$ cat config.mk
export PLATFORM = sky130hd
export DESIGN_NAME = user_clk_div_switch
export DESIGN_NICKNAME = d
export VERILOG_FILES = /design/src/rtl/user_clk_div_switch.sv
export SDC_FILE = /design/constraint.sdc
export NUM_CORES = 1
export LEC_CHECK = 0
export CORE_ASPECT_RATIO = 1.5
export CORE_UTILIZATION = 56
export CTS_CLUSTER_DIAMETER = 200
export CTS_CLUSTER_SIZE = 10
export DETAILED_ROUTE_END_ITERATION = 16
export MAX_ROUTING_LAYER = met4
export PLACE_DENSITY = 0.87
export SLEW_MARGIN = 10
export SYNTH_ARGS = -nofsm -noshare
export SYNTH_HDL_FRONTEND = slang
export SYNTH_SLANG_ARGS = --single-unit
$ cat constraint.sdc
create_clock -name aclk -period 6.4 [get_ports aclk]
set_clock_uncertainty 0.1 [all_clocks]
set_input_delay 0.96 -clock aclk [delete_from_list [all_inputs] [get_ports aclk]]
set_output_delay 0.96 -clock aclk [all_outputs]
set_load 0.05 [all_outputs]
$ cat src/rtl/user_clk_div_switch.sv
// Glitch-free selector over NUM_SRC aclk dividers; clk_out/clk_en registered, one aclk behind the phase counter.
// sel_ready drops for the whole drain+gap; switch_count port exists only with USER_CLK_SWITCH_COUNT_EN defined.
module user_clk_div_switch #(
  parameter int NUM_SRC    = 4,
  parameter int DIV_W      = 8,
  parameter int GAP_CYCLES = 2,
  parameter int RESET_SEL  = 0,
  localparam int SEL_W     = (NUM_SRC > 1) ? $clog2(NUM_SRC) : 1
) (
  input  logic                     aclk,
  input  logic                     aresetn,
  input  logic [NUM_SRC*DIV_W-1:0] div_ratio,
  input  logic [SEL_W-1:0]         sel_in,
  input  logic                     sel_valid,
  output logic                     sel_ready,
  output logic                     sel_err,
  output logic [SEL_W-1:0]         active_sel,
  output logic                     switching,
`ifdef USER_CLK_SWITCH_COUNT_EN
  output logic [15:0]              switch_count,
`endif
  output logic                     clk_out,
  output logic                     clk_en
);

  typedef enum logic [1:0] {RUN, DRAIN, GAP} state_t;

  localparam int GAP_W    = (GAP_CYCLES > 1) ? $clog2(GAP_CYCLES) : 1;
  localparam int GAP_LAST = (GAP_CYCLES > 0) ? GAP_CYCLES - 1 : 0;
  localparam logic [SEL_W-1:0] RESET_SEL_V = SEL_W'(RESET_SEL);

  state_t           state_q, state_d;
  logic [DIV_W-1:0] cnt_q, cnt_d;
  logic [DIV_W-1:0] ratio_q, ratio_d;
  logic [SEL_W-1:0] active_q, active_d;
  logic [SEL_W-1:0] target_q, target_d;
  logic [GAP_W-1:0] gap_q, gap_d;
  logic             clk_out_q, clk_out_d;
  logic             clk_en_q, clk_en_d;
  logic             sel_err_q, sel_err_d;

  logic [DIV_W-1:0] ratio_arr [NUM_SRC];
  logic [DIV_W-1:0] r_eff;
  logic             src_on;
  logic             period_last;
  logic             req_acc;
  logic             req_bad;
  logic             drain_done;

  for (genvar i = 0; i < NUM_SRC; i++) begin : g_ratio
    assign ratio_arr[i] = div_ratio[i*DIV_W +: DIV_W];
  end

  // The ratio is only sampled at a period boundary; mid-period changes wait for the next one.
  assign r_eff       = (cnt_q == '0) ? ratio_arr[active_q] : ratio_q;
  assign src_on      = (r_eff >= DIV_W'(2));
  assign period_last = src_on && (cnt_q == r_eff - DIV_W'(1));
  assign req_acc     = sel_valid && (state_q == RUN);
  assign req_bad     = (32'(sel_in) >= 32'(NUM_SRC));
  assign drain_done  = (state_q == DRAIN) && (!src_on || period_last);

  always_comb begin
    state_d   = state_q;
    cnt_d     = cnt_q;
    ratio_d   = ratio_q;
    active_d  = active_q;
    target_d  = target_q;
    gap_d     = gap_q;
    clk_out_d = 1'b0;
    clk_en_d  = 1'b0;
    sel_err_d = 1'b0;

    if (state_q != GAP) begin
      ratio_d = r_eff;
      if (src_on) begin
        clk_en_d  = (cnt_q == '0);
        clk_out_d = (cnt_q < (r_eff >> 1));
        cnt_d     = period_last ? '0 : cnt_q + DIV_W'(1);
      end else begin
        cnt_d = '0;
      end
    end

    case (state_q)
      RUN: begin
        if (req_acc) begin
          if (req_bad) begin
            sel_err_d = 1'b1;
          end else if (sel_in != active_q) begin
            target_d = sel_in;
            state_d  = DRAIN;
          end
        end
      end
      DRAIN: begin
        // Old source finishes its low phase before the new one is attached.
        if (drain_done) begin
          active_d = target_q;
          cnt_d    = '0;
          gap_d    = '0;
          state_d  = (GAP_CYCLES == 0) ? RUN : GAP;
        end
      end
      GAP: begin
        cnt_d = '0;
        if (gap_q == GAP_W'(GAP_LAST)) begin
          state_d = RUN;
        end else begin
          gap_d = gap_q + GAP_W'(1);
        end
      end
      default: state_d = RUN;
    endcase
  end

  always_ff @(posedge aclk or negedge aresetn) begin
    if (!aresetn) begin
      state_q   <= RUN;
      cnt_q     <= '0;
      ratio_q   <= '0;
      active_q  <= RESET_SEL_V;
      target_q  <= RESET_SEL_V;
      gap_q     <= '0;
      clk_out_q <= 1'b0;
      clk_en_q  <= 1'b0;
      sel_err_q <= 1'b0;
    end else begin
      state_q   <= state_d;
      cnt_q     <= cnt_d;
      ratio_q   <= ratio_d;
      active_q  <= active_d;
      target_q  <= target_d;
      gap_q     <= gap_d;
      clk_out_q <= clk_out_d;
      clk_en_q  <= clk_en_d;
      sel_err_q <= sel_err_d;
    end
  end

`ifdef USER_CLK_SWITCH_COUNT_EN
  logic [15:0] sw_cnt_q;

  always_ff @(posedge aclk or negedge aresetn) begin
    if (!aresetn) begin
      sw_cnt_q <= '0;
    end else if (drain_done) begin
      sw_cnt_q <= sw_cnt_q + 16'd1;
    end
  end

  assign switch_count = sw_cnt_q;
`endif

  assign sel_ready  = (state_q == RUN);
  assign switching  = (state_q != RUN);
  assign active_sel = active_q;
  assign sel_err    = sel_err_q;
  assign clk_out    = clk_out_q;
  assign clk_en     = clk_en_q;

endmodule

# After elaboration in Yosys (flattened, before gate mapping)
# Cells that the tools add are included.
[word_totals]
register_bits = 25
out_inout_bits = 7
[op_classes]
addsub = 3
n_lt_le_gt_ge = 3
n_eq_ne = 9
mux = 21
bitwise_logic = 1
n_reduce_logical = 13
[op_table]
columns = ["op", "count"]
rows = [
  ["8-bit two-way mux", 7],
  ["8-bit binary-select mux with 2-bit select", 1],
  ["8-bit case mux with 2 select lines", 1],
  ["8-bit by 1-bit adder with 8-bit output, second input constant", 1],
  ["8-bit == test", 1],
  ["8-bit by 2-bit >= comparator with 1-bit output, second input constant", 1],
  ["8-bit logical NOT", 1],
  ["8-bit by 7-bit less-than comparator with 1-bit output", 1],
  ["2-bit two-way mux", 4],
  ["8-bit by 1-bit subtractor with 8-bit output, second input constant", 1],
  ["1-bit two-way mux", 6],
  ["2-bit != test, second input constant", 3],
  ["2-bit case mux with 3 select lines", 1],
  ["2-bit by 1-bit != test with 1-bit output, second input constant", 2],
  ["2-bit AND reduction", 2],
  ["4-bit AND reduction", 1],
  ["2-bit nonzero test", 2],
  ["3-bit >= comparator, second input constant", 1],
  ["1-bit logical AND", 3],
  ["2-bit inverter with 3-bit output", 1],
  ["3-bit AND reduction", 1],
  ["2-bit by 1-bit == test with 1-bit output, second input constant", 1],
  ["2-bit == test, second input constant", 1],
  ["2-bit logical NOT", 1],
  ["5 further kinds", 5],
]

# Longest topological paths before layout
[depth]
ltp_word = 13
mapped_depth = 14
depth_no_buf = 13

# Least setup slack after synthesis
# OpenSTA, ideal clock, no wires.
[synth_timing]
kind = "input to register"
start = "input div_ratio[24]"
end = "register active_q[0] (netlist: active_sel[0])"
setup_ns = 0.125
t_arrival_ns = 3.225
setup_slack_ns = 2.951
stages = 10
path_cell_list = "mux4_2 mux2i_1 ha_1 nand3_1 nor4b_2 a31oi_1 nor3_1 a21oi_2 nor2_1 mux2_2"
[synth_between]
elab_chain_cells = 10
elab_cells_between_ends = 12
cone_classes = "add/sub (1); order compare (1); eq/ne (1); mux (4); reduce/logical (5)"
[synth_lines]
columns = ["item", "line", "text"]
rows = [
  ["from (decl)", "12", "input logic [NUM_SRC*DIV_W-1:0] div_ratio,"],
  ["8-bit binary-select mux with 2-bit select (*)", "55", "assign r_eff = (cnt_q == '0) ? ratio_arr[active_q] : ratio_q;"],
  ["8-bit two-way mux (implied by the code) (*) (2 in series)", "55", ""],
  ["8-bit two-way mux (*)", "55", ""],
  ["8-bit by 1-bit subtractor with 8-bit output", "57", "assign period_last = src_on && (cnt_q == r_eff - DIV_W'(1));"],
  ["8-bit == test", "57", ""],
  ["1-bit logical AND", "57", ""],
  ["1-bit logical OR (*)", "60", "assign drain_done = (state_q == DRAIN) && (!src_on || period_last);"],
  ["1-bit logical AND (*)", "60", ""],
  ["2-bit AND reduction (no line) (*)", "-", ""],
  ["to (signal assigned)", "131", "active_q <= active_d;"],
  ["to (decl)", "35", "logic [SEL_W-1:0] active_q, active_d;"],
]
# Every way passes the cells marked *; elsewhere a longest branch is shown, timed or not. The select of a mux whose other input is x is not followed.
# A chain may end at the register's enable or synchronous reset.

# Worst setup path after layout
[layout_timing]
start = "register cnt_q[0]"
end = "register active_q[0] (netlist: active_sel[0])"
[layout_between]
elab_chain_cells = 8
elab_cells_between_ends = 10
cone_classes = "add/sub (1); order compare (1); eq/ne (1); mux (1); reduce/logical (6)"
[layout_lines]
columns = ["item", "line", "text"]
rows = [
  ["from (decl)", "33", "logic [DIV_W-1:0] cnt_q, cnt_d;"],
  ["from (signal assigned)", "129", "cnt_q <= cnt_d;"],
  ["8-bit logical NOT", "55", ""],
  ["8-bit two-way mux", "55", ""],
  ["8-bit by 1-bit subtractor with 8-bit output", "57", ""],
  ["8-bit == test", "57", ""],
  ["1-bit logical AND", "57", ""],
  ["1-bit logical OR (*)", "60", ""],
  ["1-bit logical AND (*)", "60", ""],
  ["2-bit AND reduction (no line) (*)", "-", ""],
]
# Every way passes the cells marked *; elsewhere a longest branch is shown, timed or not.

==> results.cfg <==
[synth]
syn_inst = 214
async_flop_share_pct = 100
synth_area_leaders = dfrtp_1 (30%), mux4_2 (8.6%), ha_1 (7.8%)
syn_nets = 264
syn_area_per_cell_sq_um = 9.79
ys_seq_area_share_pct = 29.9
synth_ff_type = dfrtp_1
ys_warn_count = 0
synth_cell_types = 61
synth_edf_count = 0
synth_seq_cells = 25
netlist_area_sq_um = 2100
yosys.area.top_type = dfrtp_1
netlist.area_leader.share_pct = 29.9

[grt]
antenna_found_initial = 0
grt_pass1_wl_um = 8710
grt_max_degree = 26
overflow = 0
grt_util_all_layers_pct = 30.0
grt_pass1_vias = 1928

[clock_network]
holdBufCountCts = 0
cts_root_buf = clkbuf_8
cts.sinks = 25
numCtsBuffers = 3
postCtsSetupBuffers = 0
clock_insertion_delay_worst_skew_ns = 0.28
cts_tree = done
clk_pin_slew_ns = 0.10
htree_levels = 1
cts_buffer_depth = 2
cts_resized = 0

[detailed_routing]
routedWlPerCell_um = 17.4
wl_um = 5150
via_count = 1850
dr.pass1.iters = 4
drtIter0Drc = 81
vias_per_cell = 6.25
ant_nets = 0
drc = 0

[worst_setup_path]
path_cells = inv_1 -> ha_1 -> nor3b_1 -> buf_4 -> nand2_1 -> mux2i_1 -> ha_1 -> nand3_1 -> nor4b_2 -> a31oi_1 -> nor3_1 -> a21oi_2 -> nor2_1 -> mux2_2
crit_path_end_kind = register
max_stage_delay_ns = 0.47
arrival_ns = 3.91
cpMostUsedCell = ha_1
crit_path_start_kind = register
worstSetupPathType = reg -> reg
cp.buffers_inverters = 2
crit_fanout = 11
crit_family = simple AND/OR/NAND/NOR gates
crit_slowest_cell = dfrtp_1
cp.required_ns = 6.47

[timing]
maxSlewHeadroom_pct = 59.0
rsz0062_at_grt = no
hold_violations = 0
finalHoldWorstSlack_ns = 0.421
tightest_slew_ns = 0.614
tns_ns = 0
fin_crit_sh_pct = 59.9
slew_viol_final = 0
fin_crit_ns = 3.83
timing.fmax_mhz = 261
setup_viol = 0

[cells_and_area]
drive_gt1_share_pct = 14.6
syn_to_final_growth_pct = 22.9
diodes = 0
nets = 305

[power_and_ir_drop]
irDropWorstVdd_v = 0.000443
pwr-share-seq_pct = 22.6
p_int_uw = 669
power_leakage_uw = 0.00111
switching_power_uw = 683
pwr-share-clk_pct = 7.5
p_comb_share_pct = 69.9
p_per_area_nw_per_um2 = 525
swShare_pct = 50.5

[die]
initial_utilization_pct = 60.2
row_count = 26
die-area_sq_um = 4000
num_io_pins = 44
die_h_um = 76.9
design.core.area_sq_um = 3480
dieWidth_um = 52.0

[place]
gp_congestion = 0.942
dpl.hpwl_um = 4060
port_buffers = 42

[run]
maxCapViolCount = 0

[outcome]
run_status = complete, no violations

[min_path]
min_path_type = reg -> reg
-- flip-flops by register name, indices dropped and copies added (netlist names) --
signal,count
active_sel,2
clk_out,1
ratio_q,8
gap_q,1
cnt_q,8
clk_en,1
state_q,2
target_q,2
-- final cells by class --
type,count,area [sq um]
Tap cell,42,52.6
Clock buffer,3,41.3
Timing Repair Buffer,44,430
Clock inverter,1,7.51
Sequential cell,25,626
Inverter,13,48.8
Multi-Input combinational cell,168,1370
Fill cell,256,906
-- final timing paths --
path                                  start             to  slack, ns  depth (start not counted)
worst max-delay path               cnt_q[0]  active_sel[0]       2.57                         14
worst min-delay path            target_q[1]  active_sel[1]       0.42                          1
worst max register to register     cnt_q[0]  active_sel[0]       2.57                         14
worst min register to register  target_q[1]  active_sel[1]       0.42                          1
max in group asynchronous           aresetn     ratio_q[7]       5.25                          1
min in group asynchronous           aresetn       cnt_q[1]       0.57                          1
-- Yosys cell counts, types with 3 or more instances --
library cell and instances:
nor3_1 6, nand3_1 8, ha_1 13, a21oi_1 11, nor2b_1 6, mux2i_1 5, inv_1 11, xnor2_1 3
nor2_1 20, nand2_1 6, a211oi_1 3, buf_2 3, and3_1 6, nand2b_1 5, dfrtp_1 25, o21ai_0 5
o21ai_1 3, mux4_2 8, xor2_1 7, mux2_2 7
-- power by group through the flow --
stage / logic, uW / clock network [uW] / registers [uW]
2_1_floorplan: 734 / 0 / 295
3_3_place_gp: 919 / 0 / 304
3_5_place_dp: 936 / 0 / 309
4_1_cts: 942 / 101 / 305
5_1_grt: 1050 / 106 / 315
6_report: 945 / 101 / 305
-- cells in the final DEF (no fill, tap or decap), types with 6 or more instances in the layout --
cell type	netlist	layout
a21oi_1	11	11
and3_1	6	6
clkdlybuf4s50_1	0	41
dfrtp_1	25	25
ha_1	13	13
inv_1	11	11
mux2_2	7	7
mux4_2	8	8
nand2_1	6	6
nand3_1	8	8
nor2_1	20	20
nor2b_1	6	6
nor3_1	6	6
xor2_1	7	7
-- stage by stage --
stage	setup WS [ns]	std cells	power, uW	cell area (sq um)	utilization (%)
floorplan	2.95	214	1030	2100	-
global placement	2.43	292	1220	2530	72.7
detailed placement	2.32	292	1240	2530	72.7
CTS	2.58	296	1350	2580	74.1
global route	2.12	296	1470	2570	74.0
finish	2.57	296	1350	2570	74.0
-- per-layer routing --
| layer | routed length [um] | vias to the layer above | track usage [%] |
|---|---|---|---|
| met2 | 2860 | 58 | 52.9 |
| met1 | 1940 | 904 | 33.2 |
| met5 | 0 | - | - |
| met4 | 176 | 0 | 11.9 |
| met3 | 180 | 19 | 2.58 |
| li1 | - | 869 | - |
-- kinds of logic (layout without fill, tap and decap cells) --
family,after synthesis,after routing,share of synthesized area [%]
compound gates,50,50,17.8
xor+xnor,10,10,4.18
fa+ha+maj,13,13,7.76
buf+inv,21,61,4.84
flops,25,25,29.9
mux,21,21,15.5
other cells,1,1,0.179
simple gates,73,73,19.9
No activity file was read; power rests on OpenSTA's default activity.
